<file path="config.mk">
export PLATFORM = sky130hd
export DESIGN_NAME = mp_add_seq_flat
export DESIGN_NICKNAME = d
export VERILOG_FILES = /design/src/rtl/mp_add_seq_pkg.sv /design/src/rtl/mp_add_seq_if.sv /design/src/rtl/mp_add_seq_adder8.sv /design/src/rtl/mp_add_seq.sv /design/src/flat_wrapper.sv
export SDC_FILE = /design/constraint.sdc
export NUM_CORES = 1
export LEC_CHECK = 0
export CELL_PAD_IN_SITES_DETAIL_PLACEMENT = 0
export CELL_PAD_IN_SITES_GLOBAL_PLACEMENT = 2
export CORE_ASPECT_RATIO = 1.25
export CORE_MARGIN = 2
export CORE_UTILIZATION = 34
export CTS_BUF_LIST = sky130_fd_sc_hd__clkbuf_4 sky130_fd_sc_hd__clkbuf_8 sky130_fd_sc_hd__clkbuf_16
export CTS_CLUSTER_DIAMETER = 60
export DETAILED_ROUTE_END_ITERATION = 8
export GPL_ROUTABILITY_DRIVEN = 1
export PLACE_DENSITY = 0.92
export SLEW_MARGIN = 0
export SYNTH_ARGS = -nofsm -noshare
export SYNTH_HDL_FRONTEND = slang
export SYNTH_HIERARCHICAL = 1
export SYNTH_SLANG_ARGS = --single-unit
</file>
<file path="constraint.sdc">
create_clock -name clk -period 6.5 [get_ports clk]
set_clock_uncertainty 0.05 [all_clocks]
set_input_delay 1.625 -clock clk [delete_from_list [all_inputs] [get_ports clk]]
set_output_delay 1.625 -clock clk [all_outputs]
set_load 0.005 [all_outputs]
</file>
<file path="src/rtl/mp_add_seq_pkg.sv">
// Shared types and helpers for the byte-serial multi-precision adder.
package mp_add_pkg;
   typedef enum logic [1:0] {
      IDLE = 2'd0,
      RUN  = 2'd1,
      DONE = 2'd2
   } state_e;

   localparam int BYTE_W = 8;

   // Vector is passed zero-extended to the 16-byte maximum operand width.
   function automatic logic [BYTE_W-1:0] byte_sel(
      input logic [16*BYTE_W-1:0] v,
      input logic [4:0]           idx
   );
      return v[BYTE_W*idx +: BYTE_W];
   endfunction
endpackage

</file>
<file path="src/rtl/mp_add_seq_if.sv">
// Operand/result handshake bundle for mp_add_seq.
interface mp_add_seq_if #(
   parameter int NBYTES = 4
) ();
   logic                  in_valid;
   logic                  in_ready;
   logic [8*NBYTES-1:0]   op_a;
   logic [8*NBYTES-1:0]   op_b;
   logic                  sub;
   logic                  out_valid;
   logic                  out_ready;
   logic [8*NBYTES-1:0]   sum;
   logic                  carry_out;
   logic                  overflow;

   modport slave (
      input  in_valid, op_a, op_b, sub, out_ready,
      output in_ready, out_valid, sum, carry_out, overflow
   );

   modport master (
      output in_valid, op_a, op_b, sub, out_ready,
      input  in_ready, out_valid, sum, carry_out, overflow
   );
endinterface

</file>
<file path="src/rtl/mp_add_seq_adder8.sv">
// 8-bit ripple-carry adder shared by every byte step of the sequencer.
module adder8 (
   output logic [7:0] s,
   output logic       co,
   input  logic [7:0] a,
   input  logic [7:0] b,
   input  logic       ci
);
   logic c;

   always_comb begin
      s = '0;
      c = ci;
      for (int i = 0; i < 8; i++) begin
         s[i] = a[i] ^ b[i] ^ c;
         c    = (a[i] & b[i]) | (c & (a[i] ^ b[i]));
      end
      co = c;
   end
endmodule

</file>
<file path="src/rtl/mp_add_seq.sv">
// Byte-serial add/subtract sequencer, LSB byte first through one adder8.
// Signed overflow output is enabled by defining MP_ADD_SEQ_OVF_EN.
module mp_add_seq
   import mp_add_pkg::*;
#(
   parameter int NBYTES = 4
) (
   input logic          clk,
   input logic          rst,
   mp_add_seq_if.slave  bus
);
   localparam int IDXW = $clog2(NBYTES) + 1;
   localparam int W    = BYTE_W * NBYTES;

   state_e            state_q;
   logic [W-1:0]      a_q;
   logic [W-1:0]      b_q;
   logic [W-1:0]      sum_q;
   logic              sub_q;
   logic              cy_q;
   logic              co_q;
   logic              vld_q;
   logic [IDXW-1:0]   idx_q;

   logic [7:0]        add_a;
   logic [7:0]        add_b;
   logic [7:0]        add_s;
   logic              add_co;
   logic              last;

   assign add_a = byte_sel(128'(a_q), 5'(idx_q));
   assign add_b = byte_sel(128'(b_q), 5'(idx_q)) ^ {8{sub_q}};
   assign last  = (idx_q == IDXW'(NBYTES - 1));

   adder8 u_add (
      .s  (add_s),
      .co (add_co),
      .a  (add_a),
      .b  (add_b),
      .ci (cy_q)
   );

`ifdef MP_ADD_SEQ_OVF_EN
   logic ovf_q;
   logic ovf_d;
   // Carry into the MSB xor carry out of it, recovered from the top byte.
   assign ovf_d = add_a[7] ^ add_b[7] ^ add_s[7] ^ add_co;

   always_ff @(posedge clk or posedge rst) begin
      if (rst) begin
         ovf_q <= 1'b0;
      end else if (state_q == RUN && last) begin
         ovf_q <= ovf_d;
      end else if (state_q == DONE && bus.out_ready) begin
         ovf_q <= 1'b0;
      end
   end

   assign bus.overflow = ovf_q;
`else
   assign bus.overflow = 1'b0;
`endif

   always_ff @(posedge clk or posedge rst) begin
      if (rst) begin
         state_q <= IDLE;
         a_q     <= '0;
         b_q     <= '0;
         sum_q   <= '0;
         sub_q   <= 1'b0;
         cy_q    <= 1'b0;
         co_q    <= 1'b0;
         vld_q   <= 1'b0;
         idx_q   <= '0;
      end else begin
         unique case (state_q)
            IDLE: begin
               if (bus.in_valid) begin
                  a_q     <= bus.op_a;
                  b_q     <= bus.op_b;
                  sub_q   <= bus.sub;
                  cy_q    <= bus.sub;
                  idx_q   <= '0;
                  state_q <= RUN;
               end
            end
            RUN: begin
               sum_q[BYTE_W*idx_q +: BYTE_W] <= add_s;
               cy_q  <= add_co;
               idx_q <= idx_q + 1'b1;
               if (last) begin
                  co_q    <= add_co;
                  vld_q   <= 1'b1;
                  state_q <= DONE;
               end
            end
            DONE: begin
               if (bus.out_ready) begin
                  vld_q   <= 1'b0;
                  state_q <= IDLE;
               end
            end
            default: state_q <= IDLE;
         endcase
      end
   end

   assign bus.in_ready  = (state_q == IDLE);
   assign bus.out_valid = vld_q;
   assign bus.sum       = sum_q;
   assign bus.carry_out = co_q;
endmodule
</file>
<file path="src/flat_wrapper.sv">
// flat-port wrapper written by rule: the top's interface ports become plain ports
module mp_add_seq_flat import mp_add_pkg::*;
#(
   parameter int NBYTES = 4
)
  (clk, rst, bus_in_valid, bus_op_a, bus_op_b, bus_sub, bus_out_ready, bus_in_ready, bus_out_valid, bus_sum, bus_carry_out, bus_overflow);
  mp_add_seq_if #(.NBYTES(NBYTES)) bus_i ();
  input logic clk;
  input logic rst;
  input wire logic [$bits(bus_i.in_valid)-1:0] bus_in_valid;
  input wire logic [$bits(bus_i.op_a)-1:0] bus_op_a;
  input wire logic [$bits(bus_i.op_b)-1:0] bus_op_b;
  input wire logic [$bits(bus_i.sub)-1:0] bus_sub;
  input wire logic [$bits(bus_i.out_ready)-1:0] bus_out_ready;
  output wire logic [$bits(bus_i.in_ready)-1:0] bus_in_ready;
  output wire logic [$bits(bus_i.out_valid)-1:0] bus_out_valid;
  output wire logic [$bits(bus_i.sum)-1:0] bus_sum;
  output wire logic [$bits(bus_i.carry_out)-1:0] bus_carry_out;
  output wire logic [$bits(bus_i.overflow)-1:0] bus_overflow;
  assign bus_i.in_valid = bus_in_valid;
  assign bus_i.op_a = bus_op_a;
  assign bus_i.op_b = bus_op_b;
  assign bus_i.sub = bus_sub;
  assign bus_i.out_ready = bus_out_ready;
  assign bus_in_ready = bus_i.in_ready;
  assign bus_out_valid = bus_i.out_valid;
  assign bus_sum = bus_i.sum;
  assign bus_carry_out = bus_i.carry_out;
  assign bus_overflow = bus_i.overflow;
  mp_add_seq #(.NBYTES(NBYTES)) u_core (.clk(clk), .rst(rst), .bus(bus_i));
endmodule
</file>
==> out/qor.yml <==
worst_setup_path:
  slowest_stage: "dfrtp_1"
  end_kind: "register"
  r2r_slack_ns: 1.37
  critPathMaxStageDelay_ns: 0.88
  cp_cell_sequence: "mux4_2 > and2_1 > fa_1 > inv_1 > fa_1 > inv_1 > fa_1 > fa_1 > fa_1 > fa_1 > fa_1 > inv_1 > fa_1 > inv_1 > inv_1 > o31ai_1"
  cp_top_family: "adder cells"
  path_max_fanout: 18
  criticalPathCategory: "reg -> reg"
  crit_required_ns: 6.69
  critical_path_buf_inv_count: 5
  crit_top_cell: "fa_1"
  crit_arrival_ns: 5.32
  critPathLaunchType: "register"
floorplan:
  fp.coreArea_um2: 14300
  die_w_um: 112
  dieHeight_um: 139
  fp.dieArea_um2: 15600
  ios: 105
  start_util_pct: 34.6
  num_rows: 49
logic_synthesis:
  syn_area_per_cell_um2: 12.9
  syn_area_um2: 4960
  ys_warn_count: 6
  ys_ff_latch: 105
  syn-num-nets: 469
  synth_edf_count: 0
  async_reset_ff_share_pct: 100
  synth_cell_types: 36
  ys.flop_type: "dfrtp_1"
  synth.yosys.seq_area_share_pct: 52.9
  syn_inst: 386
grt:
  gr-total-overflow: 0
  grt_pass1_vias: 3495
  grt_usage_pct: 14.8
  grt_pass1_wl_mm: 18.3
  antenna_found_initial: 0
  grt_max_degree: 66
timing:
  slew_headroom_pct: 45.0
  setup_viol: 0
  min_period_over_period_pct: 78.9
  fmax_mhz: 195
  worst_slew_pin_slew_ns: 0.825
  slew_violations: 0
  final_hold_viol_count: 0
  min_period_ns: 5.13
  rsz0062_at_grt: "false"
  final.setup.tns_ns: 0
cts:
  worstSkewPairLatency_ns: 0.34
  cts.sinks: 105
  clock_path_buffers: 2
  cts-resized-gates: 0
  cts_hold_buffers: 0
  htreeDepth: 3
  clk_pin_slew_ns: 0.07
  cts_setup_buffers: 0
  clockRootBuffer: "clkbuf_16"
  tritoncts: "built"
  cts_buffers: 9
detailed_routing:
  wl_per_cell_um: 16.7
  drt-pass1-iter-count: 4
  routed_wl_mm: 11.1
  drc: 0
  vias: 3203
  via_per_inst: 4.82
  drt.antenna.violating_nets: 0
  drtIter0Drc: 110
cells_and_area:
  layout-drive-gt1-share_pct: 22.2
  syn2layout_area_growth_pct: 30.5
  layout.nets: 565
  fin_util_pct: 45.2
  diodes: 0
outcome:
  status: "finished, final reports clean"
flow_run:
  maxCapViolCount: 0
min_path:
  min_path_type: "reg -> reg"
place:
  hpwl_mm: 8.49
  numPortBuffers: 103
  place_congestion: 0.805
pwr:
  total_power_uw: 3690
  power_density_nw_per_um2: 570
  leakagePower_uw: 0.00275
  peakVddDrop_mv: 0.321
-- layout by cell type (no fill, tap or decap), types with 2 or more instances in the layout --
cell type / Yosys / routed
mux2i_1: 17 / 17
dfrtp_1: 105 / 105
nand2b_1: 2 / 2
fa_1: 8 / 8
clkdlybuf4s50_1: 0 / 103
o22ai_1: 8 / 8
inv_1: 23 / 22
and2_1: 9 / 9
nor2_1: 3 / 3
a21oi_1: 2 / 2
ha_1: 6 / 6
o21ai_0: 19 / 19
mux4_2: 8 / 8
bufinv_16: 0 / 3
buf_4: 6 / 4
clkbuf_16: 0 / 9
nand2_1: 45 / 45
or2_2: 2 / 2
mux2_2: 74 / 74
xor2_1: 8 / 8
o31ai_1: 9 / 9
nor2b_1: 2 / 2
nand4b_1: 2 / 2
-- power breakdown --
part           leakage (uW)  internal (uW)  switching [uW]
Clock              0.000170            391             229
Sequential          0.00130            952             221
Combinational       0.00128            923             975
Total               0.00275           2260            1420
-- metrics by stage --
step | worst slack (ns) | hold slack (ns) | instance area [um2] | std cells
2_1_floorplan | 1.80 | 0.423 | 4960 | 386
3_3_place_gp | 1.50 | 0.414 | 6130 | 649
3_5_place_dp | 1.39 | 0.421 | 6130 | 649
4_1_cts | 1.37 | 0.437 | 6480 | 664
5_1_grt | 1.11 | 0.447 | 6480 | 664
6_report | 1.37 | 0.430 | 6480 | 664
-- synth_stat cells, types with 2 or more instances --
cell      number  share of area (%)
clkbuf_1       5               0.38
nand2_1       45                3.4
xor2_1         8                1.4
a21oi_1        2               0.20
o31ai_1        9                1.4
mux2i_1       17                3.4
nor2b_1        2               0.25
mux4_2         8                3.6
or2_2          2               0.25
buf_2          9               0.91
and2_1         9                1.1
nor2_1         3               0.23
buf_4          6               0.91
inv_1         23                1.7
o22ai_1        8                1.0
dfrtp_1      105                 53
mux2_2        74                 17
ha_1           6                1.5
nand4b_1       2               0.35
fa_1           8                3.2
nand2b_1       2               0.25
o21ai_0       19                1.9
-- worst register-to-register path, stage by stage (launching register included) --
cell     delay, ns
dfrtp_1       0.88
mux4_2        0.41
and2_1        0.19
fa_1          0.41
inv_1         0.08
fa_1          0.15
inv_1         0.05
fa_1          0.39
fa_1          0.40
fa_1          0.39
fa_1          0.39
fa_1          0.36
inv_1         0.08
fa_1          0.40
inv_1         0.10
inv_1         0.05
o31ai_1       0.25
-- worst paths after layout --
check | cells after the start | endpoint | start
hold / removal | 2 | u_core/bus.sum[25]$_DFFE_PP0P_ | u_core/bus.sum[25]$_DFFE_PP0P_
max in group asynchronous | 3 | u_core/b_q[7]$_DFFE_PP0P_ | rst
setup reg to reg | 16 | u_core/bus.sum[23]$_DFFE_PP0P_ | u_core/idx_q[1]$_DFFE_PP0P_
setup / recovery | 16 | u_core/bus.sum[23]$_DFFE_PP0P_ | u_core/idx_q[1]$_DFFE_PP0P_
min in group asynchronous | 2 | u_core/idx_q[1]$_DFFE_PP0P_ | rst
hold reg to reg | 2 | u_core/bus.sum[25]$_DFFE_PP0P_ | u_core/bus.sum[25]$_DFFE_PP0P_
-- state kept, by name, indices dropped and copies added (netlist names) --
| register | count |
|---|---|
| u_core/a_q | 32 |
| u_core/bus.sum | 32 |
| u_core/cy_q | 1 |
| u_core/b_q | 32 |
| u_core/bus.carry_out | 1 |
| u_core/state_q | 2 |
| u_core/bus.out_valid | 1 |
| u_core/sub_q | 1 |
| u_core/idx_q | 3 |
-- metal layers --
layer / vias to the layer above / global-route usage, % / routed length (um)
met5: - / 0 / 0
met4: 0 / 5.33 / 144
met3: 7 / 2.93 / 441
met2: 71 / 26.3 / 5910
met1: 1609 / 17.9 / 4590
li1: 1516 / - / -
-- cell families after synthesis --
kind of cell	Yosys count	share of synthesized area (%)
adders and majority gates	14	4.74
buffers and inverters	46	4.31
xor gates and xnor gates	8	1.41
and+or+nand+nor	71	7.59
DFF	105	52.9
other	1	0.0756
AOI/OAI and AO/OA	42	5.09
muxes	99	23.8
-- layout make-up --
class | instances | area [um2]
clock buffers | 11 | 246
clock inverters | 4 | 98.8
fillers | 1323 | 7870
inverters | 24 | 92.6
multi-input cells | 235 | 2130
flip-flops and latches | 105 | 2630
well taps | 178 | 223
repair buffers | 107 | 1060
Note: power is estimated with default switching activity, not from simulation.
